[config.mk]
export PLATFORM = sky130hd
export DESIGN_NAME = seven_segment_display_scheduler_flat
export DESIGN_NICKNAME = d
export VERILOG_FILES = /design/src/rtl/seg_display_pkg.sv /design/src/rtl/seven_segment_display_scheduler_if.sv /design/src/rtl/seg_tick_gen.sv /design/src/rtl/seven_segment_display_scheduler.sv /design/src/flat_wrapper.sv
export SDC_FILE = /design/constraint.sdc
export NUM_CORES = 1
export LEC_CHECK = 0
export BUFFER_PORTS_ARGS = -buffer_cell sky130_fd_sc_hd__buf_2
export CORE_AREA = 8 8 107 109
export DETAILED_ROUTE_END_ITERATION = 12
export DIE_AREA = 0 0 115 117
export GPL_TIMING_DRIVEN = 0
export PLACE_DENSITY = 0.78
export SLEW_MARGIN = 5
export SYNTH_ARGS = -nofsm -noshare
export SYNTH_HDL_FRONTEND = slang
export SYNTH_SLANG_ARGS = --single-unit
[constraint.sdc]
create_clock -name clk -period 3.16 [get_ports clk]
set_clock_uncertainty 0.15 [all_clocks]
set_input_delay 0.474 -clock clk [delete_from_list [all_inputs] [get_ports clk]]
set_output_delay 0.474 -clock clk [all_outputs]
set_load 0.05 [all_outputs]
[src/rtl/seg_display_pkg.sv]
// seg_display_pkg: shared display-side source indices, scheduler state encoding and pattern defaults
package seg_display_pkg;
  localparam int SRC_ALERT = 0;
  localparam int SRC_PRI = 1;
  localparam int SRC_SEC = 2;
  localparam logic [31:0] IDLE_PATTERN_DEF = 32'h0000_0000;
  localparam logic [31:0] BLINK_FILL_DEF = 32'hBBBB_BBBB;
  typedef enum logic [1:0] {ST_IDLE, ST_HOLD, ST_OPEN} state_t;
endpackage

[src/rtl/seven_segment_display_scheduler_if.sv]
// seven_segment_display_scheduler_if: requester bundle (req/data/dp/blink_en in) and driver words (grant/display_data/dot_point/tick out)
interface seven_segment_display_scheduler_if;
  logic [2:0] req;
  logic [2:0] blink_en;
  logic [31:0] data0;
  logic [31:0] data1;
  logic [31:0] data2;
  logic [7:0] dp0;
  logic [7:0] dp1;
  logic [7:0] dp2;
  logic [2:0] grant;
  logic [31:0] display_data;
  logic [7:0] dot_point;
  logic tick;
  modport master(output req, blink_en, data0, data1, data2, dp0, dp1, dp2, input grant, display_data, dot_point, tick);
  modport slave(input req, blink_en, data0, data1, data2, dp0, dp1, dp2, output grant, display_data, dot_point, tick);
endinterface

[src/rtl/seg_tick_gen.sv]
// seg_tick_gen: free-running divider; clk/rst in, tick out as a registered one-cycle pulse every TICK_DIV cycles
module seg_tick_gen #(
  parameter int TICK_DIV = 50000
) (
  input  logic clk,
  input  logic rst,
  output logic tick
);
  logic [15:0] cnt;
  logic wrap;
  assign wrap = cnt == 16'(TICK_DIV - 1);
  always_ff @(posedge clk) begin
    if (rst) begin
      cnt <= '0;
      tick <= 1'b0;
    end else begin
      cnt <= wrap ? '0 : cnt + 16'd1;
      tick <= wrap;
    end
  end
endmodule

[src/rtl/seven_segment_display_scheduler.sv]
// seven_segment_display_scheduler: alert-priority / round-robin owner of the 7-seg driver; clk, rst, bus (slave: req/data/dp/blink_en in, grant/display_data/dot_point/tick out)
module seven_segment_display_scheduler
  import seg_display_pkg::*;
#(
  parameter int TICK_DIV = 50000,
  parameter int MIN_HOLD_TICKS = 500,
  parameter int BLINK_TICKS = 250,
  parameter logic [31:0] IDLE_PATTERN = IDLE_PATTERN_DEF,
  parameter logic [31:0] BLINK_FILL = BLINK_FILL_DEF
) (
  input logic clk,
  input logic rst,
  seven_segment_display_scheduler_if.slave bus
);
  state_t state, state_nxt;
  logic tick;
  logic [2:0] grant_q, arb, g_nxt;
  logic rr_ptr;
  logic [15:0] hold_cnt, blink_cnt;
  logic blink_off, off_nxt, fresh, other, blink_wrap;
  logic [31:0] disp_q, data_sel;
  logic [7:0] dp_q, dp_sel;
  seg_tick_gen #(.TICK_DIV(TICK_DIV)) u_tick (.clk(clk), .rst(rst), .tick(tick));
  assign bus.tick = tick;
  assign bus.grant = grant_q;
  assign bus.display_data = disp_q;
  assign bus.dot_point = dp_q;
  // rr_ptr=0 favours primary, 1 favours secondary
  assign arb = bus.req[SRC_ALERT] ? 3'b001 :
               (bus.req[SRC_PRI] && bus.req[SRC_SEC]) ? (rr_ptr ? 3'b100 : 3'b010) :
               bus.req[SRC_PRI] ? 3'b010 : bus.req[SRC_SEC] ? 3'b100 : 3'b000;
  assign other = grant_q[SRC_PRI] ? bus.req[SRC_SEC] : grant_q[SRC_SEC] & bus.req[SRC_PRI];
  always_comb begin
    g_nxt = grant_q;
    state_nxt = state;
    if (state == ST_IDLE || !(|(grant_q & bus.req))) begin
      g_nxt = arb;
      state_nxt = |arb ? ST_HOLD : ST_IDLE;
    end else if (bus.req[SRC_ALERT] && !grant_q[SRC_ALERT]) begin
      g_nxt = 3'b001;
      state_nxt = ST_HOLD;
    end else if (state == ST_OPEN && other) begin
      g_nxt = {grant_q[SRC_PRI], grant_q[SRC_SEC], 1'b0};
      state_nxt = ST_HOLD;
    end else if (state == ST_HOLD && tick && hold_cnt == 16'(MIN_HOLD_TICKS - 1)) begin
      state_nxt = ST_OPEN;
    end
  end
  assign fresh = |g_nxt && g_nxt != grant_q;
  assign blink_wrap = tick && blink_cnt == 16'(BLINK_TICKS - 1);
  assign off_nxt = blink_wrap ? !blink_off : blink_off;
  // mux is driven from the next owner so grant and display words change on the same edge
  assign data_sel = g_nxt[SRC_ALERT] ? bus.data0 : g_nxt[SRC_PRI] ? bus.data1 : g_nxt[SRC_SEC] ? bus.data2 : IDLE_PATTERN;
  assign dp_sel = g_nxt[SRC_ALERT] ? bus.dp0 : g_nxt[SRC_PRI] ? bus.dp1 : g_nxt[SRC_SEC] ? bus.dp2 : 8'h00;
  always_ff @(posedge clk) begin
    if (rst) begin
      state <= ST_IDLE;
      grant_q <= '0;
      rr_ptr <= 1'b0;
      hold_cnt <= '0;
      blink_cnt <= '0;
      blink_off <= 1'b0;
      disp_q <= IDLE_PATTERN;
      dp_q <= '0;
    end else begin
      state <= state_nxt;
      grant_q <= g_nxt;
      rr_ptr <= (fresh && (g_nxt[SRC_PRI] || g_nxt[SRC_SEC])) ? g_nxt[SRC_PRI] : rr_ptr;
      hold_cnt <= fresh ? '0 : (state == ST_HOLD && tick) ? hold_cnt + 16'd1 : hold_cnt;
      blink_cnt <= blink_wrap ? '0 : tick ? blink_cnt + 16'd1 : blink_cnt;
      blink_off <= off_nxt;
      disp_q <= (|(g_nxt & bus.blink_en) && off_nxt) ? BLINK_FILL : data_sel;
      dp_q <= (|(g_nxt & bus.blink_en) && off_nxt) ? 8'h00 : dp_sel;
    end
  end
endmodule
[src/flat_wrapper.sv]
// flat-port wrapper written by rule: the top's interface ports become plain ports
module seven_segment_display_scheduler_flat import seg_display_pkg::*;
#(
  parameter int TICK_DIV = 50000,
  parameter int MIN_HOLD_TICKS = 500,
  parameter int BLINK_TICKS = 250,
  parameter logic [31:0] IDLE_PATTERN = IDLE_PATTERN_DEF,
  parameter logic [31:0] BLINK_FILL = BLINK_FILL_DEF
)
  (clk, rst, bus_req, bus_blink_en, bus_data0, bus_data1, bus_data2, bus_dp0, bus_dp1, bus_dp2, bus_grant, bus_display_data, bus_dot_point, bus_tick);
  seven_segment_display_scheduler_if bus_i ();
  input logic clk;
  input logic rst;
  input wire logic [$bits(bus_i.req)-1:0] bus_req;
  input wire logic [$bits(bus_i.blink_en)-1:0] bus_blink_en;
  input wire logic [$bits(bus_i.data0)-1:0] bus_data0;
  input wire logic [$bits(bus_i.data1)-1:0] bus_data1;
  input wire logic [$bits(bus_i.data2)-1:0] bus_data2;
  input wire logic [$bits(bus_i.dp0)-1:0] bus_dp0;
  input wire logic [$bits(bus_i.dp1)-1:0] bus_dp1;
  input wire logic [$bits(bus_i.dp2)-1:0] bus_dp2;
  output wire logic [$bits(bus_i.grant)-1:0] bus_grant;
  output wire logic [$bits(bus_i.display_data)-1:0] bus_display_data;
  output wire logic [$bits(bus_i.dot_point)-1:0] bus_dot_point;
  output wire logic [$bits(bus_i.tick)-1:0] bus_tick;
  assign bus_i.req = bus_req;
  assign bus_i.blink_en = bus_blink_en;
  assign bus_i.data0 = bus_data0;
  assign bus_i.data1 = bus_data1;
  assign bus_i.data2 = bus_data2;
  assign bus_i.dp0 = bus_dp0;
  assign bus_i.dp1 = bus_dp1;
  assign bus_i.dp2 = bus_dp2;
  assign bus_grant = bus_i.grant;
  assign bus_display_data = bus_i.display_data;
  assign bus_dot_point = bus_i.dot_point;
  assign bus_tick = bus_i.tick;
  seven_segment_display_scheduler #(.TICK_DIV(TICK_DIV), .MIN_HOLD_TICKS(MIN_HOLD_TICKS), .BLINK_TICKS(BLINK_TICKS), .IDLE_PATTERN(IDLE_PATTERN), .BLINK_FILL(BLINK_FILL)) u_core (.clk(clk), .rst(rst), .bus(bus_i));
endmodule
==> reports/metrics.cfg <==
[run_status]
status = complete, no violations

[global_routing]
grt_first_pass_wirelength_um = 22700
grt_max_degree = 18
grt_pass1_vias = 4749
antenna_found_initial = 0
overflow = 0
grt_usage = 0.212

[layout]
final_net_count = 841
n_fill_cell = 896
drive_above_1_share = 0.333
syn_to_final_growth_pct = 26.0

[power]
seq_power_share = 0.488
combPwrFrac = 0.190
p_leak_nw = 2.44
p_switching_mw = 0.797
pwr_density_cell_nw_per_um2 = 436
p_int_mw = 1.80
vdd_drop_max_v = 0.000227
clock_power_share = 0.323
switching_share = 0.307

[die]
dieWidth_um = 115
row_count = 37
core_area_um2 = 9910
die_h_um = 117
initial_core_util = 0.477
io_pins = 172
die_area_um2 = 13500

[critical_path]
arrival_ps = 2730
crit_required_ps = 3310
critPathCaptureType = register
critical_path_peak_fanout = 10
cp-start-kind = register
setup.worst_path.class = reg -> reg

[logic_synthesis]
synth_area_um2 = 4720
syn_area_per_cell_um2 = 8.96
synthCells = 527
yosysWarnings = 0
synth_nets = 659
ys_types = 59
synth_seq_cells = 96
synth_edf_count = 0
ys_seq_area_frac = 0.407
synth_ff_type = dfxtp_1
async_flop_share = 0

[route]
wire_per_inst_um = 16.9
first_pass_iters = 6
dr_total_vias = 4664
ant_nets = 0
wl_um = 14400
drc_errors = 0
first_iter_violations = 338
vias_per_cell = 5.48

[timing]
report.final.slew_viol_count = 0
holdWs_ps = 207
finalCritPeriodShare = 0.817
relSlewSlack = 0.557
rsz0062_at_grt = no
tightestPinTransition_ps = 665
period_needed_ps = 2580
fmax_mhz = 387
setup_viol = 0
finalSetupTns_ps = 0
finalHoldViolations = 0

[clock_tree]
clk_pin_slew_ps = 100
cts_buffers = 9
ctsResizeCount = 0
ctsHtreeMaxLevel = 3
insertion_delay_ps = 380
cts_root_buf = clkbuf_8
cts_tree = done
cts_hold_buf = 0
cts_sinks = 96
clk_path_buf_depth = 2
cts_setup_buffers = 0

[place]
io_buffers = 171
place_hpwl_um = 11300
gp_congestion = 0.888

[hold_path]
min_path_type = in -> reg

[job]
maxCapViolations = 0

[flip-flops by register name, summed over array words and instances (netlist names)]
name	cells
u_core.u_tick.cnt	16
u_core.bus.dot_point	8
u_core.rr_ptr	1
u_core.u_tick.tick	1
u_core.state	2
u_core.bus.grant	3
u_core.hold_cnt	16
u_core.blink_off	1
u_core.blink_cnt	16
u_core.bus.display_data	32
[worst max-delay path, cell delays in order (launching register included)]
cell	delay (ps)
dfxtp_1	500
a22o_2	250
and3_1	220
a2bb2oi_2	450
clkbuf_1	550
a221oi_1	140
nor4_2	250
[cell families (layout without fill, tap and decap cells)]
family,Yosys count,in the layout,synth area share
AO/OA/AOI/OAI,106,106,0.199
XOR/XNOR,45,45,0.0834
adder cells (fa/ha/maj),4,4,0.0106
buffers and inverters,40,227,0.0405
flip-flops,96,96,0.407
multiplexers,1,1,0.00212
other,0,1,0
AND/OR/NAND/NOR,235,235,0.257
[per-layer routing]
metal / vias to the layer above / GRT usage / share of wire
li1: 2270 / - / -
met1: 2200 / 0.250 / 0.41
met2: 163 / 0.366 / 0.51
met3: 31 / 0.0503 / 0.060
met4: 0 / 0.0841 / 0.021
met5: - / 0 / 0
[metrics by stage]
stage	power (mW)	cells	instance area, um^2	worst slack, ps	utilization
floorplan	1.61	527	4720	706	-
global placement	1.78	834	5750	552	0.580
detailed placement	1.78	834	5750	479	0.580
CTS	2.61	850	5950	586	0.601
global route	2.70	850	5950	307	0.601
finish	2.60	851	5950	577	0.601
[cells in the mapped netlist (all sizes together), types with 3 or more instances]
cell type  number  area (um^2)
a211oi         20          210
a21oi           3         18.8
a221oi         17          155
a2bb2oi        25          225
a31oi          25          163
and2            3         18.8
and3            8         51.3
and4            3         26.3
buf            12         86.3
clkbuf         21         78.8
dfxtp          96         1920
ha              4         50.1
inv             7         26.3
nand2          76          285
nand2b          6         37.5
nand3          17         90.1
nand3b          3         35.0
nand4           8         50.1
nor2           66          255
nor2b           3         18.8
nor3           14         81.3
nor4           19          196
nor4b           3         26.3
o21ai           4         20.0
xnor2          25          219
xor2           20          175
[worst paths after layout]
kind / startpoint / endpoint / slack [ps] / depth (start not counted)
setup / recovery: u_core.bus.grant[2] / u_core.bus.dot_point[3] / 580 / 6
hold / removal: bus_data2[8] / u_core.bus.display_data[8] / 210 / 3
setup reg to reg: u_core.bus.grant[2] / u_core.bus.dot_point[3] / 580 / 6
hold reg to reg: u_core.u_tick.cnt[0] / u_core.u_tick.cnt[0] / 340 / 1
[placed cells by master (no fill, tap or decap), types with 20 or more instances in the layout]
| master | count |
|---|---|
| nor2_1 | 65 |
| dfxtp_1 | 96 |
| xor2_1 | 20 |
| a31oi_1 | 24 |
| clkbuf_1 | 22 |
| nand2_1 | 76 |
| a2bb2oi_1 | 24 |
| xnor2_1 | 25 |
| buf_2 | 177 |
[power groups by stage]
stage	Clock (mW)	Sequential [mW]	Combinational [mW]
3_3_place_gp	0	1.29	0.483
2_1_floorplan	0	1.42	0.195
3_5_place_dp	0	1.29	0.490
5_1_grt	0.899	1.27	0.526
4_1_cts	0.850	1.27	0.492
6_report	0.839	1.27	0.493
[cell type report]
cell class / instances / area [um^2] / area share
Antenna cell: 1 / 2.50 / 0.000420
Sequential cell: 96 / 1920 / 0.323
Clock inverter: 6 / 73.8 / 0.0124
Clock buffer: 10 / 128 / 0.0214
Multi-Input combinational cell: 391 / 2610 / 0.438
Buffer: 33 / 165 / 0.0277
Timing Repair Buffer: 171 / 856 / 0.144
Tap cell: 136 / 170 / 0.0286
Inverter: 7 / 26.3 / 0.00441
Note: power is estimated with default switching activity, not from simulation.
